`src/rtl/uart_pkg.sv`:
```
// Shared UART definitions: FSM encoding, parity constants and the prescale floor.
package uart_pkg;

    localparam int unsigned PRESCALE_W = 5;

    localparam logic PARITY_EVEN = 1'b0;
    localparam logic PARITY_ODD  = 1'b1;

    localparam logic [PRESCALE_W-1:0] MIN_PRESCALE = PRESCALE_W'(4);

    typedef enum logic [2:0] {
        ST_IDLE   = 3'd0,
        ST_START  = 3'd1,
        ST_DATA   = 3'd2,
        ST_PARITY = 3'd3,
        ST_STOP   = 3'd4
    } tx_state_e;

    typedef struct packed {
        logic                  parity_enable;
        logic                  parity_type;
        logic [PRESCALE_W-1:0] prescale;
    } tx_cfg_t;

    // Prescale values below the floor would make the bit too short to sample.
    function automatic logic [PRESCALE_W-1:0] eff_prescale(input logic [PRESCALE_W-1:0] p);
        return (p < MIN_PRESCALE) ? MIN_PRESCALE : p;
    endfunction

endpackage

```
`src/rtl/parity_calculator.sv`:
```
// Parity of a data word; shared between the UART transmitter and receiver.
module parity_calculator
    import uart_pkg::*;
#(
    parameter int unsigned DATA_WIDTH = 8
) (
    input  logic [DATA_WIDTH-1:0] data,
    input  logic                  parity_type,
    output logic                  parity_bit_c
);

    assign parity_bit_c = (^data) ^ (parity_type == PARITY_ODD);

endmodule

```
`src/rtl/uart_transmitter.sv`:
```
// UART transmitter: start, LSB-first data, optional parity, stop; each bit held P clk cycles.
module uart_transmitter
    import uart_pkg::*;
#(
    parameter int unsigned DATA_WIDTH = 8
) (
    input  logic                  clk,
    input  logic                  reset,
    input  logic [DATA_WIDTH-1:0] parallel_data,
    input  logic                  data_valid,
    input  logic                  parity_enable,
    input  logic                  parity_type,
    input  logic [PRESCALE_W-1:0] prescale,
    output logic                  serial_data,
    output logic                  busy
);

    localparam int unsigned IDX_W = (DATA_WIDTH > 1) ? $clog2(DATA_WIDTH) : 1;
    localparam logic [IDX_W-1:0] LAST_IDX = IDX_W'(DATA_WIDTH - 1);

    tx_state_e             state_q, state_next;
    tx_cfg_t               cfg_q, cfg_next;
    logic [DATA_WIDTH-1:0] data_q, data_next;
    logic [DATA_WIDTH-1:0] shift_q, shift_next;
    logic [PRESCALE_W-1:0] cnt_q, cnt_next;
    logic [IDX_W-1:0]      idx_q, idx_next;
    logic                  bit_done_c;
    logic                  parity_bit_c;
    logic                  serial_next;
    logic                  busy_next;

    assign bit_done_c = (cnt_q == (eff_prescale(cfg_q.prescale) - PRESCALE_W'(1)));

    parity_calculator #(
        .DATA_WIDTH (DATA_WIDTH)
    ) u_parity (
        .data         (data_q),
        .parity_type  (cfg_q.parity_type),
        .parity_bit_c (parity_bit_c)
    );

    // State register
    always_ff @(posedge clk or negedge reset) begin
        if (!reset) begin
            state_q <= ST_IDLE;
        end else begin
            state_q <= state_next;
        end
    end

    // Next-state logic
    always_comb begin
        state_next = state_q;
        case (state_q)
            ST_IDLE:   if (data_valid) state_next = ST_START;
            ST_START:  if (bit_done_c) state_next = ST_DATA;
            ST_DATA: begin
                if (bit_done_c && (idx_q == LAST_IDX)) begin
                    state_next = cfg_q.parity_enable ? ST_PARITY : ST_STOP;
                end
            end
            ST_PARITY: if (bit_done_c) state_next = ST_STOP;
            ST_STOP:   if (bit_done_c) state_next = ST_IDLE;
            default:   state_next = ST_IDLE;
        endcase
    end

    // Datapath next values: frame latch, bit-period counter, bit index, shifter
    always_comb begin
        cfg_next   = cfg_q;
        data_next  = data_q;
        shift_next = shift_q;
        cnt_next   = cnt_q;
        idx_next   = idx_q;
        if (state_q == ST_IDLE) begin
            cnt_next = '0;
            idx_next = '0;
            if (data_valid) begin
                cfg_next.parity_enable = parity_enable;
                cfg_next.parity_type   = parity_type;
                cfg_next.prescale      = prescale;
                data_next              = parallel_data;
                shift_next             = parallel_data;
            end
        end else begin
            cnt_next = bit_done_c ? '0 : cnt_q + PRESCALE_W'(1);
            if ((state_q == ST_DATA) && bit_done_c) begin
                idx_next   = (idx_q == LAST_IDX) ? '0 : idx_q + IDX_W'(1);
                shift_next = shift_q >> 1;
            end
        end
    end

    // Output logic, evaluated on the upcoming state so the line is a clean flop
    always_comb begin
        serial_next = 1'b1;
        busy_next   = 1'b1;
        case (state_next)
            ST_IDLE:   busy_next   = 1'b0;
            ST_START:  serial_next = 1'b0;
            ST_DATA:   serial_next = shift_next[0];
            ST_PARITY: serial_next = parity_bit_c;
            ST_STOP:   serial_next = 1'b1;
            default:   busy_next   = 1'b0;
        endcase
    end

    // Datapath and output registers
    always_ff @(posedge clk or negedge reset) begin
        if (!reset) begin
            cfg_q       <= '0;
            data_q      <= '0;
            shift_q     <= '0;
            cnt_q       <= '0;
            idx_q       <= '0;
            serial_data <= 1'b1;
            busy        <= 1'b0;
        end else begin
            cfg_q       <= cfg_next;
            data_q      <= data_next;
            shift_q     <= shift_next;
            cnt_q       <= cnt_next;
            idx_q       <= idx_next;
            serial_data <= serial_next;
            busy        <= busy_next;
        end
    end

endmodule

```
`config.mk`:
```
export PLATFORM = sky130hd
export DESIGN_NAME = uart_transmitter
export DESIGN_NICKNAME = d
export VERILOG_FILES = /design/src/rtl/uart_pkg.sv /design/src/rtl/parity_calculator.sv /design/src/rtl/uart_transmitter.sv
export SDC_FILE = /design/constraint.sdc
export NUM_CORES = 1
export LEC_CHECK = 0
export BUFFER_PORTS_ARGS = -buffer_cell sky130_fd_sc_hd__buf_2
export CAP_MARGIN = 30
export CORE_ASPECT_RATIO = 1.4
export CORE_MARGIN = 2
export CORE_UTILIZATION = 25
export DETAILED_ROUTE_END_ITERATION = 7
export PLACE_DENSITY = 0.51
export REMOVE_ABC_BUFFERS = 1
export SLEW_MARGIN = 20
export SYNTH_ARGS = -nofsm -noshare
export SYNTH_HDL_FRONTEND = slang
export SYNTH_SLANG_ARGS = --single-unit
```
`constraint.sdc`:
```
create_clock -name clk -period 5.2 [get_ports clk]
set_input_delay 1.56 -clock clk [delete_from_list [all_inputs] [get_ports clk]]
set_output_delay 1.56 -clock clk [all_outputs]
set_load 0.02 [all_outputs]
```
==> impl_results.md, run 1 <==
- Buffers on Ports: 19
- Fin nets: 206
- H-Tree Depth: 2
- Worst-case clock skew: 0.00505 ns
- CTS Buf Count: 5
- Worst-Margin Slew: 0.828 ns
- Crit. End Element: register
- Total Routing Usage GR: 0.0965
- Clk pwr share: 0.199
- Starting Density: 0.256
- Post-synth design cell area: 1860 µm²
- Critical Path Start Type: register
- RSZ-0062 raised after global routing: false
- Total Neg Setup Slack: 0 ns
- Max cap viols: 0
- N_diodes: 0
- Total I/O pin count: 20
- Outcome: finished, final reports clean
- VDD IR max: 139 µV
- WL/cell: 12.8 µm
- First-pass GRT wire length: 6.09 mm
- Root buffer cell: clkbuf_8
- Pre-antenna DRT Iters: 4
- Setup CP Type: register to register
- CTS Hold Bufs: 0
- Worst reg-to-reg path cell count: 9
- Power density cells: 635 nW/µm²
- Die Y-Extent: 106 µm
- NetSw: 493 µW
- Worst Path Buf+Inv: 0
- Seq/Total Area, Yosys: 0.485
- DR iter-0 viols: 71
- Gates resized, CTS repair: 0
- Core area: 7270 µm²
- Fmax: 345 MHz
- Hold WS: 0.474 ns
- Clk_lat worst skew: 0.29 ns
- Rel. slew slack: 0.448
- Largest net degree at the start of global routing: 37
- CP max-delay cell: dfrtp_1
- Final setup fails: 0
- GRT overflow: 0
- Largest stage delay on the critical path: 0.47 ns
- Routed vias: 1,283
- Vias per cell: 4.55
- Layout cells sized above 1: 0.303
- Vias in the first global route: 1,286
- Syn Area/Cell: 11.1 µm²
- Worst-path clk slew: 0.08 ns
- Post-CTS Repair Setup Buffers: 0
- Final antenna-violating net count: 0
- Final wirelength: 3.62 mm
- Pins over their slew limit: 0
- Post-synthesis sequential element count: 36
- R2R setup slack: 2.30 ns
- WP data arrival: 3.12 ns
- Max Root-Sink Buffers: 2
- Initial antenna violation count: 0
- Routability cong.: 0.762
- Mapped Cells: 167
- HP Class: register to register
- Fillcell total: 774
- Period utilisation layout: 0.557
- CP Depth: 9
- Register Area: 902 µm²
- Placed cells: 274
- Non-Filler Instances: 282
- Clk sinks: 36
- Post-detail-place hpwl: 2.66 mm
- Top post-synthesis cells by area: dfrtp_1 (47%), mux2_2 (9.7%), xnor2_1 (5.2%)
- DRC: 0
- Leak Pwr: 0.000916 µW
- Area leader, netlist: dfrtp_1
- Sw frac: 0.362
- Crit path time final: 2.90 ns
- Int Power: 870 µW
- Required @ worst endpoint: 5.42 ns
- Die area: 8150 µm²
- Area growth syn-to-layout: 15.5%
- Number of cell rows: 37
- DIE WIDTH: 76.9 µm
- Yosys cell types: 41
- Family with the most delay on the worst path: compound AO/OA/AOI/OAI gates
- Critical-path cell list: o31ai_2, ha_1, nor3b_1, o32a_1, and4_4, a41oi_4, a221o_1, or3_1, mux2_2
- Footprint of the multi-input gates: 883 µm²
- Share of the synthesized area in the top cell type: 0.471
- Critical Path Fanout Max: 8
- Final Hold Viols: 0
- Logic pwr share: 0.418
- YS warnings: 0
- Flop pwr share: 0.383
- WHS Path Cells: 2
- CTS tree: yes
-- placed cells by master (no fill, tap or decap), types with 3 or more instances in the layout --
cell,n
dfrtp_1,35
nand2_1,19
buf_2,19
mux2_2,16
xnor2_1,11
nor2_1,7
clkbuf_8,7
a22oi_1,6
nand3_1,5
a21oi_1,4
nor3_1,4
nand2b_1,4
o31ai_1,4
ha_1,4
inv_1,3
nor2b_1,3
o21ai_0,3
xor2_1,3
-- synthesized netlist by cell type, drive strengths merged --
library cell  number
dfrtp             35
nand2             19
mux2              16
xnor2             11
nor2               7
a22oi              6
buf                6
nand3              5
o31ai              5
a21oi              4
clkbuf             4
ha                 4
nand2b             4
nor3               4
and3               3
and4               3
inv                3
nor2b              3
o21ai              3
xor2               3
a31oi              2
and2               2
nor3b              2
or3                2
a211oi             1
a221o              1
a221oi             1
a22o               1
a41oi              1
dfstp              1
o2111ai            1
o32a               1
or2                1
or4                1
or4b               1
-- worst reg2reg max path, delay by kind of cell (launching register included) --
| kind | cells | cell delay (ns) |
|---|---|---|
| AND/OR/NAND/NOR | 3 | 0.80 |
| AO/OA/AOI/OAI | 4 | 1.04 |
| flip-flops | 1 | 0.47 |
| adder cells (fa/ha/maj) | 1 | 0.27 |
| multiplexers | 1 | 0.26 |
-- path summary, 6_finish.rpt --
| kind | start | end |
|---|---|---|
| max in group asynchronous | reset | data_q[1]$_DFFE_PN0P_ |
| setup reg to reg | cfg_q[4]$_DFFE_PN0P_ | serial_data$_DFF_PN1_ |
| hold reg to reg | shift_q[5]$_DFFE_PN0P_ | shift_q[5]$_DFFE_PN0P_ |
| setup / recovery | cfg_q[4]$_DFFE_PN0P_ | serial_data$_DFF_PN1_ |
| hold / removal | shift_q[5]$_DFFE_PN0P_ | shift_q[5]$_DFFE_PN0P_ |
| min in group asynchronous | reset | cnt_q[3]$_DFF_PN0_ |
-- area by class of cell --
cell class | instances | share of cell area
clock buffers | 7 | 0.0449
multi-input cells | 118 | 0.411
well taps | 97 | 0.0565
repair buffers | 20 | 0.0478
clock inverters | 1 | 0.0140
inverters | 3 | 0.00524
flip-flops and latches | 36 | 0.420
-- power groups by stage --
stage	logic, µW	registers [µW]	clock network, µW
2_1_floorplan	471	503	0
3_3_place_gp	572	528	0
3_5_place_dp	579	528	0
6_report	570	522	272
4_1_cts	580	523	282
5_1_grt	646	541	287
-- kinds of logic (layout without fill, tap and decap cells) --
kind of cell / after synthesis / count (layout) / synth area share
fa+ha+maj: 4 / 4 / 0.0269
xor+xnor: 14 / 14 / 0.0660
mux: 16 / 16 / 0.0969
compound gates: 27 / 27 / 0.123
flops: 36 / 36 / 0.485
buf+inv: 13 / 31 / 0.0397
simple gates: 57 / 57 / 0.162
-- layer usage --
layer	global-route usage	part of all wire
met2	0.181	0.54
met5	0	0
met4	0.0506	0.021
met3	0.0280	0.031
met1	0.0940	0.40
-- stage by stage --
stage	util	power (µW)	area, µm²	worst slack [ns]
3_3_place_gp	0.278	1100	2020	2.01
3_5_place_dp	0.278	1110	2020	2.00
4_1_cts	0.295	1390	2150	2.28
6_report	0.295	1360	2150	2.30
2_1_floorplan	-	974	1800	1.96
5_1_grt	0.295	1470	2150	2.16
-- state kept, by name (all words and copies together), names as in the netlist --
register / flops
data_q: 8
serial_data: 1
cnt_q: 5
state_q: 3
idx_q: 3
busy: 1
cfg_q: 7
shift_q: 8
Note: power is estimated with default switching activity, not from simulation.
==> run 2, diff against run 1 <==
==> constraint.sdc (replaced) <==
create_clock -name clk -period 3 [get_ports clk]
set_input_delay 0.9 -clock clk [delete_from_list [all_inputs] [get_ports clk]]
set_output_delay 0.9 -clock clk [all_outputs]
set_load 0.02 [all_outputs]
==> run 2 against run 1 <==
  * Via count increased by 0.23%
  * Sequential power increased by 73%
  * Wire length decreased by 0.36%
  * Critical path depth unchanged
  * Largest cell class unchanged
  * Utilization increased by 0.069 points
  * Total power increased by 67%
  * Fmax increased by 5.9%
  * Die area unchanged
  * Setup slack got worse by 2.0 ns
  * Largest power group unchanged
  * Sequential share of layout area decreased by 0.098 points
==> impl_results.md, run 2 (same netlist as run 1, synthesis figures left out) <==
- Outcome: finished, final reports clean
- Routability cong.: 0.826
- Final setup fails: 0
- Fin nets: 209
- Total Neg Setup Slack: 0 ns
- Pre-antenna DRT Iters: 4
- Starting Density: 0.256
- Pins over their slew limit: 0
- Worst-case clock skew: 0.00639 ns
- Period utilisation layout: 0.911
- Vias per cell: 4.51
- Number of cell rows: 37
- Most frequent cells in the layout: dfrtp_1 (35), nand2_1 (19), buf_2 (19)
- Die Y-Extent: 106 µm
- Final Hold Viols: 0
- Fmax: 366 MHz
- N_diodes: 0
- Clk sinks: 36
- Final wirelength: 3.61 mm
- Non-Filler Instances: 285
- Power density cells: 1060 nW/µm²
- GRT overflow: 0
- Rel. slew slack: 0.681
- Buffers on Ports: 19
- Total Routing Usage GR: 0.0990
- DR iter-0 viols: 15
- CTS Buf Count: 5
- Largest net degree at the start of global routing: 37
- First-pass GRT wire length: 6.38 mm
- Area after DPL: 2040 µm²
- CTS Hold Bufs: 0
- Worst-path clk slew: 0.08 ns
- WL/cell: 12.7 µm
- Final antenna-violating net count: 0
- Fillcell total: 784
- Layout cells sized above 1: 0.314
- Required @ worst endpoint: 3.23 ns
- Total I/O pin count: 20
- Critical Path Start Type: register
- CTS tree: yes
- Crit. End Element: register
- Area growth syn-to-layout: 15.7%
- Crit path time final: 2.73 ns
- Placed cells: 276
- Post-detail-place hpwl: 2.70 mm
- H-Tree Depth: 2
- Max cap viols: 0
- Routed vias: 1,286
- RSZ-0062 raised after global routing: false
- Post-CTS Repair Setup Buffers: 0
- Clk_lat worst skew: 0.29 ns
- Commonest non-fill, non-tap cell in the layout: dfrtp_1
- Die area: 8150 µm²
- Leak Pwr: 0.000923 µW
- Vias in the first global route: 1,286
- Initial antenna violation count: 0
- Max Root-Sink Buffers: 2
- Gates resized, CTS repair: 0
- WP data arrival: 2.96 ns
- DRC: 0
- DIE WIDTH: 76.9 µm
- Root buffer cell: clkbuf_8
- HP Class: input pin to asynchronous set/reset pin
- Cell area after layout: 2150 µm²
- Hold WS: 0.439 ns
- Critical Path Fanout Max: 8
- Worst-Margin Slew: 0.475 ns
- Core area: 7270 µm²
- VDD IR max: 378 µV
- Setup CP Type: register to register
- Pwr Total: 2280 µW
- Top flop regs: data_q (8), shift_q (8), cfg_q (7)
[run 2: changes by cell type in the layout (fill, tap and decap cells not counted), sizes merged]
cell,before,now
buf,20,23
clkinv,0,1
clkbuf,7,6
inv,3,4
bufinv,1,0
[run 2: final cells by class]
class,instances,area (µm²),share of cell area
sequential,36,902,0.419
multi-input combinational,118,883,0.410
timing repair buffer,23,138,0.0640
tap,97,121,0.0564
clock buffer,6,82.6,0.0384
clock inverter,2,13.8,0.00640
inverter,3,11.3,0.00523
[run 2: where the power goes]
part	switching, µW	leakage [µW]	internal [µW]
registers	206	0.000442	699
clock network	188	0.0000516	188
logic	474	0.000429	522
[run 2: worst max-delay path: stages, from the launching register on]
cell     delay [ns]
dfrtp_1        0.46
o31ai_2        0.33
ha_1           0.26
nor3b_1        0.19
o32a_1         0.16
and4_4         0.25
a41oi_4        0.10
a221o_1        0.32
or3_1          0.34
mux2_2         0.26
[run 2: metrics by stage]
stage                     setup WS [ns]  utilization
final                             0.266        0.296
after global routing             0.0773        0.296
after CTS                         0.246        0.293
after detailed placement          0.241        0.280
after global placement            0.277        0.280
after floorplan                   0.338            -
[run 2: routing by layer]
metal | wire [µm] | track usage | part of all wire
met5 | 0 | 0 | 0
met1 | 1490 | 0.117 | 0.41
met4 | 75 | 0.0468 | 0.021
met2 | 1940 | 0.170 | 0.54
met3 | 103 | 0.0221 | 0.029
[run 2: final timing paths]
path                                         from                     end  slack, ns  depth (start not counted)
setup reg to reg             cfg_q[4]$_DFFE_PN0P_   serial_data$_DFF_PN1_       0.27                          9
hold / removal                              reset    cfg_q[0]$_DFFE_PN0P_       0.44                          1
min in group clk           shift_q[2]$_DFFE_PN0P_  shift_q[2]$_DFFE_PN0P_       0.47                          2
max in group asynchronous                   reset   serial_data$_DFF_PN1_       2.09                          2
setup / recovery             cfg_q[4]$_DFFE_PN0P_   serial_data$_DFF_PN1_       0.27                          9
hold reg to reg            shift_q[2]$_DFFE_PN0P_  shift_q[2]$_DFFE_PN0P_       0.47                          2
